File: config.mk
export PLATFORM = sky130hd
export DESIGN_NAME = chess_clock_ctrl
export DESIGN_NICKNAME = d
export VERILOG_FILES = /design/src/rtl/chess_clock_ctrl.sv
export SDC_FILE = /design/constraint.sdc
export NUM_CORES = 1
export LEC_CHECK = 0
export ABC_AREA = 1
export BUFFER_PORTS_ARGS = -buffer_cell sky130_fd_sc_hd__clkbuf_2
export CAP_MARGIN = 20
export CELL_PAD_IN_SITES_DETAIL_PLACEMENT = 0
export CELL_PAD_IN_SITES_GLOBAL_PLACEMENT = 1
export CORE_UTILIZATION = 29
export DETAILED_ROUTE_END_ITERATION = 10
export PLACE_DENSITY_LB_ADDON = 0.1
export SKIP_LAST_GASP = 1
export SYNTH_ARGS = -nofsm -noshare
export SYNTH_HDL_FRONTEND = slang
export SYNTH_SLANG_ARGS = --single-unit
File: constraint.sdc
create_clock -name clk -period 2.1 [get_ports clk]
set_clock_uncertainty 0.05 [all_clocks]
set_input_delay 0.63 -clock clk [delete_from_list [all_inputs] [get_ports clk]]
set_output_delay 0.63 -clock clk [all_outputs]
set_load 0.02 [all_outputs]
File: src/rtl/chess_clock_ctrl.sv
// Chess clock controller: two BCD mm:ss down-counters driven by a 1 Hz tick,
// with edge-detected start/pause/clear and per-player move buttons.
// Optional feature macro: CHESS_INCREMENT_EN (adds INC_SEC to the moving
// player's time on a move out of RUN_A/RUN_B, saturating at 99:59).
module chess_clock_ctrl #(
    parameter int unsigned INIT_MIN = 5,
    parameter int unsigned INC_SEC  = 3
) (
    input  logic        clk,
    input  logic        reset,
    input  logic        tick,
    input  logic        k,
    input  logic        left,
    input  logic        right,
    output logic [15:0] time_a,
    output logic [15:0] time_b,
    output logic        run_a,
    output logic        run_b,
    output logic        flag_a,
    output logic        flag_b,
    output logic [2:0]  state
);

    typedef enum logic [2:0] {
        IDLE   = 3'd0,
        RUN_A  = 3'd1,
        RUN_B  = 3'd2,
        PAUSED = 3'd3,
        FLAG   = 3'd4
    } state_t;

    localparam logic [15:0] INIT_TIME = {4'(INIT_MIN / 10), 4'(INIT_MIN % 10), 8'h00};

    state_t      cur_state;
    state_t      nxt_state;
    logic        k_sample, k_prev;
    logic        l_sample, l_prev;
    logic        r_sample, r_prev;
    logic        k_ev, l_ev, r_ev;
    logic        saved_b, nxt_saved_b;
    logic [15:0] nxt_a, nxt_b;
    logic [15:0] dec_a, dec_b;
    logic        nxt_flag_a, nxt_flag_b;

    // One-second BCD decrement with borrow through all four digits
    function automatic logic [15:0] bcd_dec(input logic [15:0] t);
        logic [3:0] mt, mu, st, su;
        {mt, mu, st, su} = t;
        if (su != 4'd0) begin
            su = su - 4'd1;
        end else begin
            su = 4'd9;
            if (st != 4'd0) begin
                st = st - 4'd1;
            end else begin
                st = 4'd5;
                if (mu != 4'd0) begin
                    mu = mu - 4'd1;
                end else begin
                    mu = 4'd9;
                    mt = mt - 4'd1;
                end
            end
        end
        return {mt, mu, st, su};
    endfunction

    // Add INC_SEC seconds with carry into minutes, saturating at 99:59
    function automatic logic [15:0] bcd_inc(input logic [15:0] t);
        int unsigned secs, mins;
        secs = 32'(t[7:4]) * 10 + 32'(t[3:0]) + INC_SEC;
        mins = 32'(t[15:12]) * 10 + 32'(t[11:8]);
        if (secs >= 60) begin
            secs = secs - 60;
            mins = mins + 1;
        end
        if (mins > 99) begin
            return 16'h9959;
        end
        return {4'(mins / 10), 4'(mins % 10), 4'(secs / 10), 4'(secs % 10)};
    endfunction

    assign k_ev  = k_prev & ~k_sample;
    assign l_ev  = l_prev & ~l_sample;
    assign r_ev  = r_prev & ~r_sample;
    assign dec_a = bcd_dec(time_a);
    assign dec_b = bcd_dec(time_b);
    assign state = cur_state;

    // Button history: sample then previous, released (high) after reset
    always_ff @(posedge clk) begin
        if (reset) begin
            k_sample <= 1'b1;
            k_prev   <= 1'b1;
            l_sample <= 1'b1;
            l_prev   <= 1'b1;
            r_sample <= 1'b1;
            r_prev   <= 1'b1;
        end else begin
            k_sample <= k;
            k_prev   <= k_sample;
            l_sample <= left;
            l_prev   <= l_sample;
            r_sample <= right;
            r_prev   <= r_sample;
        end
    end

    // Next-state and next-time decision; expiry outranks k, k outranks moves
    always_comb begin
        nxt_state   = cur_state;
        nxt_a       = time_a;
        nxt_b       = time_b;
        nxt_saved_b = saved_b;
        nxt_flag_a  = flag_a;
        nxt_flag_b  = flag_b;
        case (cur_state)
            IDLE: begin
                if (l_ev && !r_ev) begin
                    nxt_state = RUN_B;
                end else if (r_ev && !l_ev) begin
                    nxt_state = RUN_A;
                end
            end
            RUN_A: begin
                if (tick) begin
                    nxt_a = dec_a;
                end
                if (tick && dec_a == '0) begin
                    nxt_state  = FLAG;
                    nxt_flag_a = 1'b1;
                end else if (k_ev) begin
                    nxt_state   = PAUSED;
                    nxt_saved_b = 1'b0;
                end else if (l_ev) begin
                    nxt_state = RUN_B;
`ifdef CHESS_INCREMENT_EN
                    nxt_a = bcd_inc(nxt_a);
`endif
                end
            end
            RUN_B: begin
                if (tick) begin
                    nxt_b = dec_b;
                end
                if (tick && dec_b == '0) begin
                    nxt_state  = FLAG;
                    nxt_flag_b = 1'b1;
                end else if (k_ev) begin
                    nxt_state   = PAUSED;
                    nxt_saved_b = 1'b1;
                end else if (r_ev) begin
                    nxt_state = RUN_A;
`ifdef CHESS_INCREMENT_EN
                    nxt_b = bcd_inc(nxt_b);
`endif
                end
            end
            PAUSED: begin
                if (k_ev) begin
                    nxt_state = saved_b ? RUN_B : RUN_A;
                end
            end
            FLAG: begin
                if (k_ev) begin
                    nxt_state  = IDLE;
                    nxt_a      = INIT_TIME;
                    nxt_b      = INIT_TIME;
                    nxt_flag_a = 1'b0;
                    nxt_flag_b = 1'b0;
                end
            end
            default: begin
                nxt_state = IDLE;
            end
        endcase
    end

    // FSM state, times and registered status outputs
    always_ff @(posedge clk) begin
        if (reset) begin
            cur_state <= IDLE;
            time_a    <= INIT_TIME;
            time_b    <= INIT_TIME;
            saved_b   <= 1'b0;
            run_a     <= 1'b0;
            run_b     <= 1'b0;
            flag_a    <= 1'b0;
            flag_b    <= 1'b0;
        end else begin
            cur_state <= nxt_state;
            time_a    <= nxt_a;
            time_b    <= nxt_b;
            saved_b   <= nxt_saved_b;
            run_a     <= (nxt_state == RUN_A);
            run_b     <= (nxt_state == RUN_B);
            flag_a    <= nxt_flag_a;
            flag_b    <= nxt_flag_b;
        end
    end

endmodule

## Yosys cells after proc, flatten, opt, wreduce, memory -nomap -nowiden

Index checks and enable logic that the tools add are counted.

| word-level totals | value |
|---|---|
| flip-flop bits (word level) | 46 |

| cells by class | value |
|---|---|
| equality and inequality tests | 15 |
| reductions and logical operators | 23 |
| bitwise gates (word level) | 6 |
| add/sub/neg operators | 8 |
| multiplexer cells | 44 |

Operator list:

| cell | count |
|---|---|
| 2-to-1 mux 4 bit | 18 |
| case mux 16 bit (2 select lines) | 2 |
| 2-to-1 mux 16 bit | 3 |
| zero test 16 bit | 2 |
| subtractor 4 x 1 -> 4 bit, second input constant | 8 |
| 2-to-1 mux 3 bit | 10 |
| nonzero test 4 bit | 6 |
| != test 2 bit, second input constant | 9 |
| case mux 3 bit (5 select lines) | 1 |
| AND reduction 3 bit | 4 |
| == test 3 x 2 -> 1 bit, second input constant | 3 |
| == test 3 x 1 -> 1 bit, second input constant | 2 |
| 2-to-1 mux 1 bit | 6 |
| case mux 1 bit (2 select lines) | 3 |
| nonzero test 2 bit | 3 |
| AND reduction 5 bit | 1 |
| logical AND 1 bit | 4 |
| AND 1 bit | 3 |
| == test 3 bit, second input constant | 1 |
| zero test 3 bit | 1 |
| inverter 1 bit | 3 |
| zero test 1 bit | 2 |
| 2-to-1 mux 2 bit | 1 |

## Logic depth before layout (Yosys ltp)

Gate-level depths: netlist (run 1).

| logic depth | value |
|---|---|
| depth after elaboration | 9 |
| mapped depth | 15 |

## Worst setup path after synthesis (run 1)

Ideal clock, no wire load.

| path | value |
|---|---|
| path type | register to register |
| start | register time_a[0] |
| end | register run_b |
| library setup time | 128 ps |
| arrival | 1631 ps |
| setup slack | 292 ps |
| stages on the path, launching flop included | 14 |
| period minus slack after synthesis | 1808 ps |
| required time | 1922 ps |
| path through | dfxtp_1 nor2_4 nand2_4 nor2_4 buf_6 nand2_4 nand2_4 nand2_4 nor2_4 nand3_2 o21bai_1 nand3_1 nand2_1 nor2_1 |

| on the way | value |
|---|---|
| word-level cells in the longest chain between the ends | 7 |
| elaborated cells between the ends (all ways) | 11 |
| classes of those cells | add/sub: 1; eq/ne: 1; mux: 6; reduce/logical: 3 |

Ends and longest elaborated chain:

| what | RTL line | source |
|---|---|---|
| start: declaration | 15 | `output logic [15:0] time_a,` |
| start signal: assignment | 192 | `time_a <= nxt_a;` |
| subtractor 4 x 1 -> 4 bit or nonzero test 4 bit (tied branches) | 50, 49 |  |
| 2-to-1 mux 4 bit | 49 | `if (su != 4'd0) begin` |
| zero test 16 bit * | 129 | `if (tick && dec_a == '0) begin` |
| logical AND 1 bit * | 129 |  |
| 2-to-1 mux 3 bit * | 129 |  |
| case mux 3 bit (5 select lines) * | 117 | `case (cur_state)` |
| == test 3 x 2 -> 1 bit * | 196 | `run_b <= (nxt_state == RUN_B);` |
| end signal: assignment | 196 |  |
| end: declaration | 18 | `output logic run_b,` |

Mark *: on every way between the ends. The rest lies on a longest branch, timed or not.
A chain may end at the register's enable or synchronous reset.

## Worst setup path in the final report (run 1)

| path | value |
|---|---|
| start | register time_a[4] |
| end | register run_a |

| on the way | value |
|---|---|
| word-level cells in the longest chain between the ends | 8 |
| elaborated cells between the ends (all ways) | 13 |
| classes of those cells | add/sub: 1; eq/ne: 1; mux: 8; reduce/logical: 3 |

Ends and longest elaborated chain:

| what | RTL line | source |
|---|---|---|
| subtractor 4 x 1 -> 4 bit or nonzero test 4 bit (tied branches) | 54, 53 |  |
| 2-to-1 mux 4 bit | 53 | `if (st != 4'd0) begin` |
| 2-to-1 mux 4 bit | 49 |  |
| zero test 16 bit * | 129 |  |
| logical AND 1 bit * | 129 |  |
| 2-to-1 mux 3 bit * | 129 |  |
| case mux 3 bit (5 select lines) * | 117 |  |
| == test 3 x 1 -> 1 bit * | 195 | `run_a <= (nxt_state == RUN_A);` |
| end signal: assignment | 195 |  |
| end: declaration | 17 | `output logic run_a,` |

Marked as above.

==> key figures, run 1 <==
Finish
  • Final #Nets: 467
  • Layout area overhead: 28.3%
  • Antenna diodes: 0
  • Share of post-route cells with drive strength above 1: 26.7%
  • Finished Layout Cells: 565

Placement
  • Gpl congestion: 0.748
  • Number of port buffers: 44
  • Placed insts: 549
  • Hpwl dp: 5240 um

Drt
  • Detailed Routing Iterations Pass 1: 4
  • DR WL/cell: 12.8 um
  • Via count: 2607
  • Total Wirelength: 7200 um
  • Vias per cell: 4.61
  • DR iter-0 viols: 66
  • Antenna Violating Nets Remaining: 0
  • # DRC: 0

Timing
  • Slew @ Worst Pin: 0.529 ns
  • Max_slew headroom: 64.7%
  • Fin crit share: 90.4%
  • Max Freq: 527 MHz
  • RSZ-0062 raised after global routing: no
  • Setup TNS: 0 ns
  • Final Hold Vio Count: 0
  • Final setup vio count: 0
  • Fin crit period: 1.90 ns
  • Slew Limit Fails: 0

Synthesis
  • Synth warn: 0
  • Most frequent cells after synthesis: nand2_1 (107), inv_1 (48), dfxtp_1 (46), nor2_1 (38), a21oi_1 (30)
  • EDFF count, synth: 0
  • Mapped Cells: 384
  • Compound-Gate Fraction of Synth Area: 14.8%
  • Simple-gate area share of the yosys netlist: 37.9%
  • Leading area contributor after synthesis: dfxtp_1
  • Post-Synth XOR/XNOR Area: 1.02%
  • Synth top area cells: dfxtp_1 (36%), nand2_1 (16%), inv_1 (7.0%)
  • Syn Nets: 392
  • Most frequent cell after synthesis: nand2_1
  • Multiplexer share of the synthesized area: 0%
  • Top_reg_cell synth: dfxtp_1
  • Largest family of logic cells by synthesized area: simple AND/OR/NAND/NOR gates
  • Seq/Total Area, Yosys: 35.9%
  • Adder-Cell Fraction of Synth Area: 0.975%
  • Syn avg cell area: 6.69 um^2
  • Fraction of synthesis flops using an asynchronous set or reset pin: 0%
  • Count of cell types in the netlist: 35
  • Yosys reg bits: 46
  • Mapped Area: 2570 um^2
  • Synth top area share: 35.9%

Critical path
  • CP Capture Type: flip-flop
  • R2r setup slk: 0.20 ns
  • WP data required: 2.25 ns
  • Reg2reg end: run_a$_SDFF_PP0_
  • Worst Path Arrival: 2.05 ns
  • Cells on worst reg2reg path: 13
  • Crit Reg-Reg Startpoint: time_a[4]$_SDFFE_PP0P_
  • Crit Path Max Fanout: 7
  • Critical path startpoint category: flip-flop
  • Setup CP Type: reg -> reg

Die
  • Initial Util: 30.6%
  • Row count: 33
  • Die area: 9230 um^2
  • Io pins: 45
  • Core area: 8380 um^2
  • Die Ht: 96.1 um
  • Die width: 96.1 um

Power and ir drop
  • Pwr Density: 774 nW/um^2
  • Pleak: 1.51 nW
  • Worst VDD drop: 0.245 mV

Clocking
  • Clock sink total: 46
  • Clk slew on worst S/H paths: 0.09 ns
  • CTS Root Cell: clkbuf_8
  • Total CTS buffers: 5
  • CTS tree: done
  • Deepest clock path buffer count: 2
  • Clk_lat worst skew: 0.30 ns
  • H-tree levels: 2

Min path
  • Min-Delay Endpoint: r_prev$_SDFF_PP1_
  • Worst min path class: reg -> reg
  • Hold path depth: 2
  • Hold_sp: r_sample$_SDFF_PP1_

Outcome
  • Status: finished clean

Global routing
  • Largest net degree at the start of global routing: 21
  • Initial antenna violation count: 0
  • GRT overflow: 0
  • GRT Total Usage: 16.6%
  • Vias in the first global route: 2373
  • First-pass GRT wire length: 11600 um

Flow run
  • Max_cap viols: 0
-- metal layers --
layer / wire length [um] / vias to the layer above / track usage [%]
met5: 0 / - / 0
met4: 58 / 0 / 5.22
met3: 269 / 4 / 2.84
met2: 3370 / 50 / 26.7
met1: 3510 / 1168 / 22.3
li1: - / 1385 / -
-- power by group --
part / switching [W] / total [W] / internal [W]
clock: 0.000320 / 0.000828 / 0.000508
combinational: 0.000459 / 0.000766 / 0.000308
sequential: 0.0000391 / 0.000955 / 0.000916
total: 0.000818 / 0.00255 / 0.00173
-- sequential cells by signal, summed over array words and instances (netlist names) --
name      flops
state         3
l_sample      1
flag_b        1
r_prev        1
run_b         1
time_a       16
time_b       16
saved_b       1
run_a         1
k_prev        1
r_sample      1
l_prev        1
flag_a        1
k_sample      1
-- how the worst max path moves through the flow --
stage	start	endpoint	slack, ns	depth (start not counted)
2_1_floorplan	time_a[0]$_SDFFE_PP0P_	run_b$_SDFF_PP0_	0.29	13
3_3_place_gp	time_a[7]$_SDFFE_PP0P_	saved_b$_SDFFE_PP0P_	0.10	14
3_5_place_dp	time_a[7]$_SDFFE_PP0P_	saved_b$_SDFFE_PP0P_	0.06	14
4_1_cts	time_a[7]$_SDFFE_PP0P_	saved_b$_SDFFE_PP0P_	0.05	14
5_1_grt	time_b[3]$_SDFFE_PP0P_	run_b$_SDFF_PP0_	0.005	13
6_report	time_a[4]$_SDFFE_PP0P_	run_a$_SDFF_PP0_	0.20	13
-- metrics by stage --
step                instance area (um^2)  utilization (%)  power [W]  setup WS (ns)  hold WS (ns)
floorplan                           2570                -    0.00146          0.292         0.342
global placement                    3060             36.5    0.00165          0.101         0.352
detailed placement                  3060             36.5    0.00165         0.0631         0.355
CTS                                 3200             38.2    0.00250         0.0471         0.378
global route                        3290             39.3    0.00271        0.00545         0.413
finish                              3290             39.3    0.00255          0.202         0.375
-- repair_timing --
item	CTS	global route
hold buffers	0	0
endpoints found under the setup margin	0	9
resized for setup	0	12
buffers inserted	0	8
-- logic make-up (layout without fill, tap and decap cells) --
kind of cell,count (synthesis),in the layout
AOI/OAI and AO/OA,67,67
buffers and inverters,60,136
adders and majority gates,2,2
and+or+nand+nor,206,206
DFF,46,46
xor gates and xnor gates,3,3
-- critical path, cell delays in order (launching register included) --
cell and delay [ns]:
dfxtp_1 0.32, nor2_1 0.15, nand2_1 0.12, nor2_4 0.20, buf_4 0.16, nand3_1 0.06
nand2_1 0.08, nand2_2 0.08, inv_2 0.06, nand3_2 0.08, o21bai_1 0.18, nand3_1 0.13
nand2_1 0.08, nor2_1 0.04
-- cell usage in the layout, fill, tap and decap left out, types with 2 or more instances in the layout --
| cell type | n |
|---|---|
| nor2_4 | 8 |
| nand3b_1 | 4 |
| inv_1 | 48 |
| nor2_1 | 33 |
| nand4_1 | 5 |
| a221oi_1 | 2 |
| ha_1 | 2 |
| o21ai_0 | 20 |
| a21oi_1 | 30 |
| nand3_1 | 20 |
| or2_2 | 3 |
| o211ai_1 | 2 |
| xnor2_1 | 2 |
| dfxtp_1 | 45 |
| buf_4 | 33 |
| nor2_2 | 9 |
| inv_2 | 2 |
| nand2_4 | 5 |
| nand2_1 | 106 |
| nand2_2 | 2 |
| bufinv_16 | 2 |
| a211oi_1 | 2 |
| o22ai_1 | 3 |
| nand3_2 | 3 |
| nor3_1 | 4 |
| clkbuf_8 | 6 |
| and2_1 | 2 |
| clkbuf_2 | 45 |
-- area by class of cell --
type | instances | area [um^2]
clock buffer | 6 | 82.6
clock inverter | 2 | 60.1
fill | 915 | 5090
inverter | 50 | 188
multi-input combinational | 278 | 1440
sequential | 46 | 922
tap | 105 | 131
timing repair buffer | 78 | 473
Note: power is estimated with default switching activity, not from simulation.
==> inputs of run 2 (changes only) <==
CORE_ASPECT_RATIO = 1.75   (was unset)
==> run 2 against run 1 <==
Compared with the run above: sequential cell count is the same; clock power shrank 1%; core utilization shrank 0.84 points; non-clock buffer count shrank 6; critical endpoint is now run_b$_SDFF_PP0_; worst setup slack lost 0.033 ns; sequential power is essentially flat; critical path type unchanged; final area grew 0.57%; cell count grew 1.2%; die area grew 0.16%.
==> key figures, run 2 (synthesis results as in run 1) <==
Timing
  • Slew @ Worst Pin: 0.386 ns
  • Slew Limit Fails: 0
  • Hold_ws: 0.368 ns
  • Final Hold Vio Count: 0
  • Fin crit period: 1.93 ns
  • RSZ-0062 raised after global routing: yes
  • Final setup vio count: 0
  • Max_slew headroom: 74.2%
  • Fin crit share: 91.9%
  • Max Freq: 518 MHz
  • Setup TNS: 0 ns

Finish
  • Highest-count cells in the layout ignoring fill and taps: nand2_1 (106), inv_1 (47), dfxtp_1 (45), clkbuf_2 (44), nor2_1 (31)
  • Post-layout util: 38.5%
  • Share of post-route cells with drive strength above 1: 25.9%
  • Final #Nets: 462
  • Layout area overhead: 29.0%
  • Antenna diodes: 0
  • Fill cells: 965
  • Commonest non-fill, non-tap cell in the layout: nand2_1

Critical path
  • WP data required: 2.28 ns
  • Largest stage delay, worst path: 0.45 ns
  • Slowest-stage cell, CP: dfxtp_1
  • Critical path startpoint category: flip-flop
  • Worst Path Arrival: 2.11 ns
  • CP Capture Type: flip-flop
  • CP cell instances: nor2_4, nand2_4, nor2_4, buf_12, buf_4, nand2_1, nand2_1, nor2_2, nand3_2, o21bai_1, nand2_1, nor2_1, nand2_1, nor2_1
  • Setup CP Type: reg -> reg
  • Crit Path Max Fanout: 9
  • WP buf/inv: 2
  • Largest delay share family, worst path: simple AND/OR/NAND/NOR gates
  • Most frequent CP cell: nand2_1

Die
  • Die width: 73.1 um
  • Die Ht: 126 um
  • Row count: 45
  • Initial Util: 29.8%
  • Io pins: 45
  • Die area: 9250 um^2
  • Core area: 8610 um^2

Clocking
  • Deepest clock path buffer count: 2
  • CTS tree: done
  • CTS Root Cell: clkbuf_16
  • Total CTS buffers: 5
  • H-tree levels: 2
  • Cts hold-fix bufs: 0
  • Clock sink total: 46
  • Clk_lat worst skew: 0.29 ns
  • Clk slew on worst S/H paths: 0.07 ns

Power and ir drop
  • Pint: 0.00167 W
  • Pleak: 1.50 nW
  • Worst VDD drop: 0.400 mV
  • Switching pwr: 0.000846 W
  • Final Power: 0.00252 W
  • Switch share: 33.6%
  • Clock power share: 32.5%
  • Part of the power in registers: 38.1%
  • Pwr Density: 760 nW/um^2
  • Power share of the combinational group: 29.4%

Flow run
  • Max_cap viols: 0

Placement
  • Number of port buffers: 44
  • Gpl congestion: 0.835
  • Hpwl dp: 5790 um

Global routing
  • First-pass GRT wire length: 12400 um
  • GR Util met3: 2.62%
  • GRT Total Usage: 17.7%
  • Largest net degree at the start of global routing: 24
  • Met1 Track Usage GR: 18.2%
  • GRT overflow: 0
  • Vias in the first global route: 2570
  • Initial antenna violation count: 0
  • Met2 usage: 33.8%
  • GRT Max-Usage Layer: met2

Drt
  • Via count: 2655
  • DR WL/cell: 13.3 um
  • # DRC: 0
  • Total Wirelength: 7590 um
  • DR iter-0 viols: 83
  • Antenna Violating Nets Remaining: 0
  • Vias per cell: 4.64
  • Detailed Routing Iterations Pass 1: 4

Outcome
  • Status: finished clean

Min path
  • Worst min path class: reg -> reg
run 2: cell types whose count changed in the layout (fill, tap and decap cells not counted), moves of 2 or more:
cell       change
clkbuf_16      +5
clkbuf_8       -5
nor2_4         +3
buf_4          -7
bufinv_16      -2
buf_12         +2
nor2_1         -2
run 2: final cells by class:
type | instances | area (um^2) | share of cell area, %
Clock buffer | 7 | 143 | 4.31
Clock inverter | 1 | 5.00 | 0.151
Inverter | 50 | 188 | 5.66
Multi-Input combinational cell | 279 | 1450 | 43.9
Sequential cell | 46 | 922 | 27.8
Tap cell | 117 | 146 | 4.42
Timing Repair Buffer | 72 | 455 | 13.7
run 2: final timing paths:
kind              depth (start not counted)                    from  slack [ns]                 to
hold reg to reg                           2     l_sample$_SDFF_PP1_        0.37  l_prev$_SDFF_PP1_
setup / recovery                         14  time_a[2]$_SDFFE_PP0P_        0.17   run_b$_SDFF_PP0_
hold / removal                            2     l_sample$_SDFF_PP1_        0.37  l_prev$_SDFF_PP1_
setup reg to reg                         14  time_a[2]$_SDFFE_PP0P_        0.17   run_b$_SDFF_PP0_
run 2: power groups by stage:
stage	Sequential (W)	Combinational (W)	Clock, W
2_1_floorplan	0.00102	0.000438	0
3_3_place_gp	0.000975	0.000684	0
3_5_place_dp	0.000976	0.000679	0
4_1_cts	0.000956	0.000681	0.000858
5_1_grt	0.000964	0.000818	0.000893
6_report	0.000958	0.000740	0.000819
run 2: what timing repair did:
item	4_1_cts	5_1_grt
resized for setup	0	15
setup buffers	0	2
endpoints found under the setup margin	0	10
run 2: routing by layer:
| layer | wire [um] | vias to the layer above |
|---|---|---|
| met5 | 0 | - |
| met4 | 167 | 0 |
| met3 | 163 | 11 |
| met2 | 4290 | 36 |
| met1 | 2970 | 1235 |
| li1 | - | 1373 |
run 2: worst min-delay path, delay by kind of cell, from the launching register on:
family	cells	cell delay, ns
buf+inv	1	0.04
flops	1	0.31
simple gates	1	0.04
run 2: through the flow:
| step | cells | setup WS (ns) | instance area [um^2] |
|---|---|---|---|
| 6_report | 572 | 0.169 | 3310 |
| 5_1_grt | 572 | -0.0121 | 3310 |
| 4_1_cts | 569 | 0.0142 | 3230 |
| 3_5_place_dp | 561 | 0.0500 | 3090 |
| 3_3_place_gp | 561 | 0.0380 | 3090 |
| 2_1_floorplan | 384 | 0.292 | 2570 |
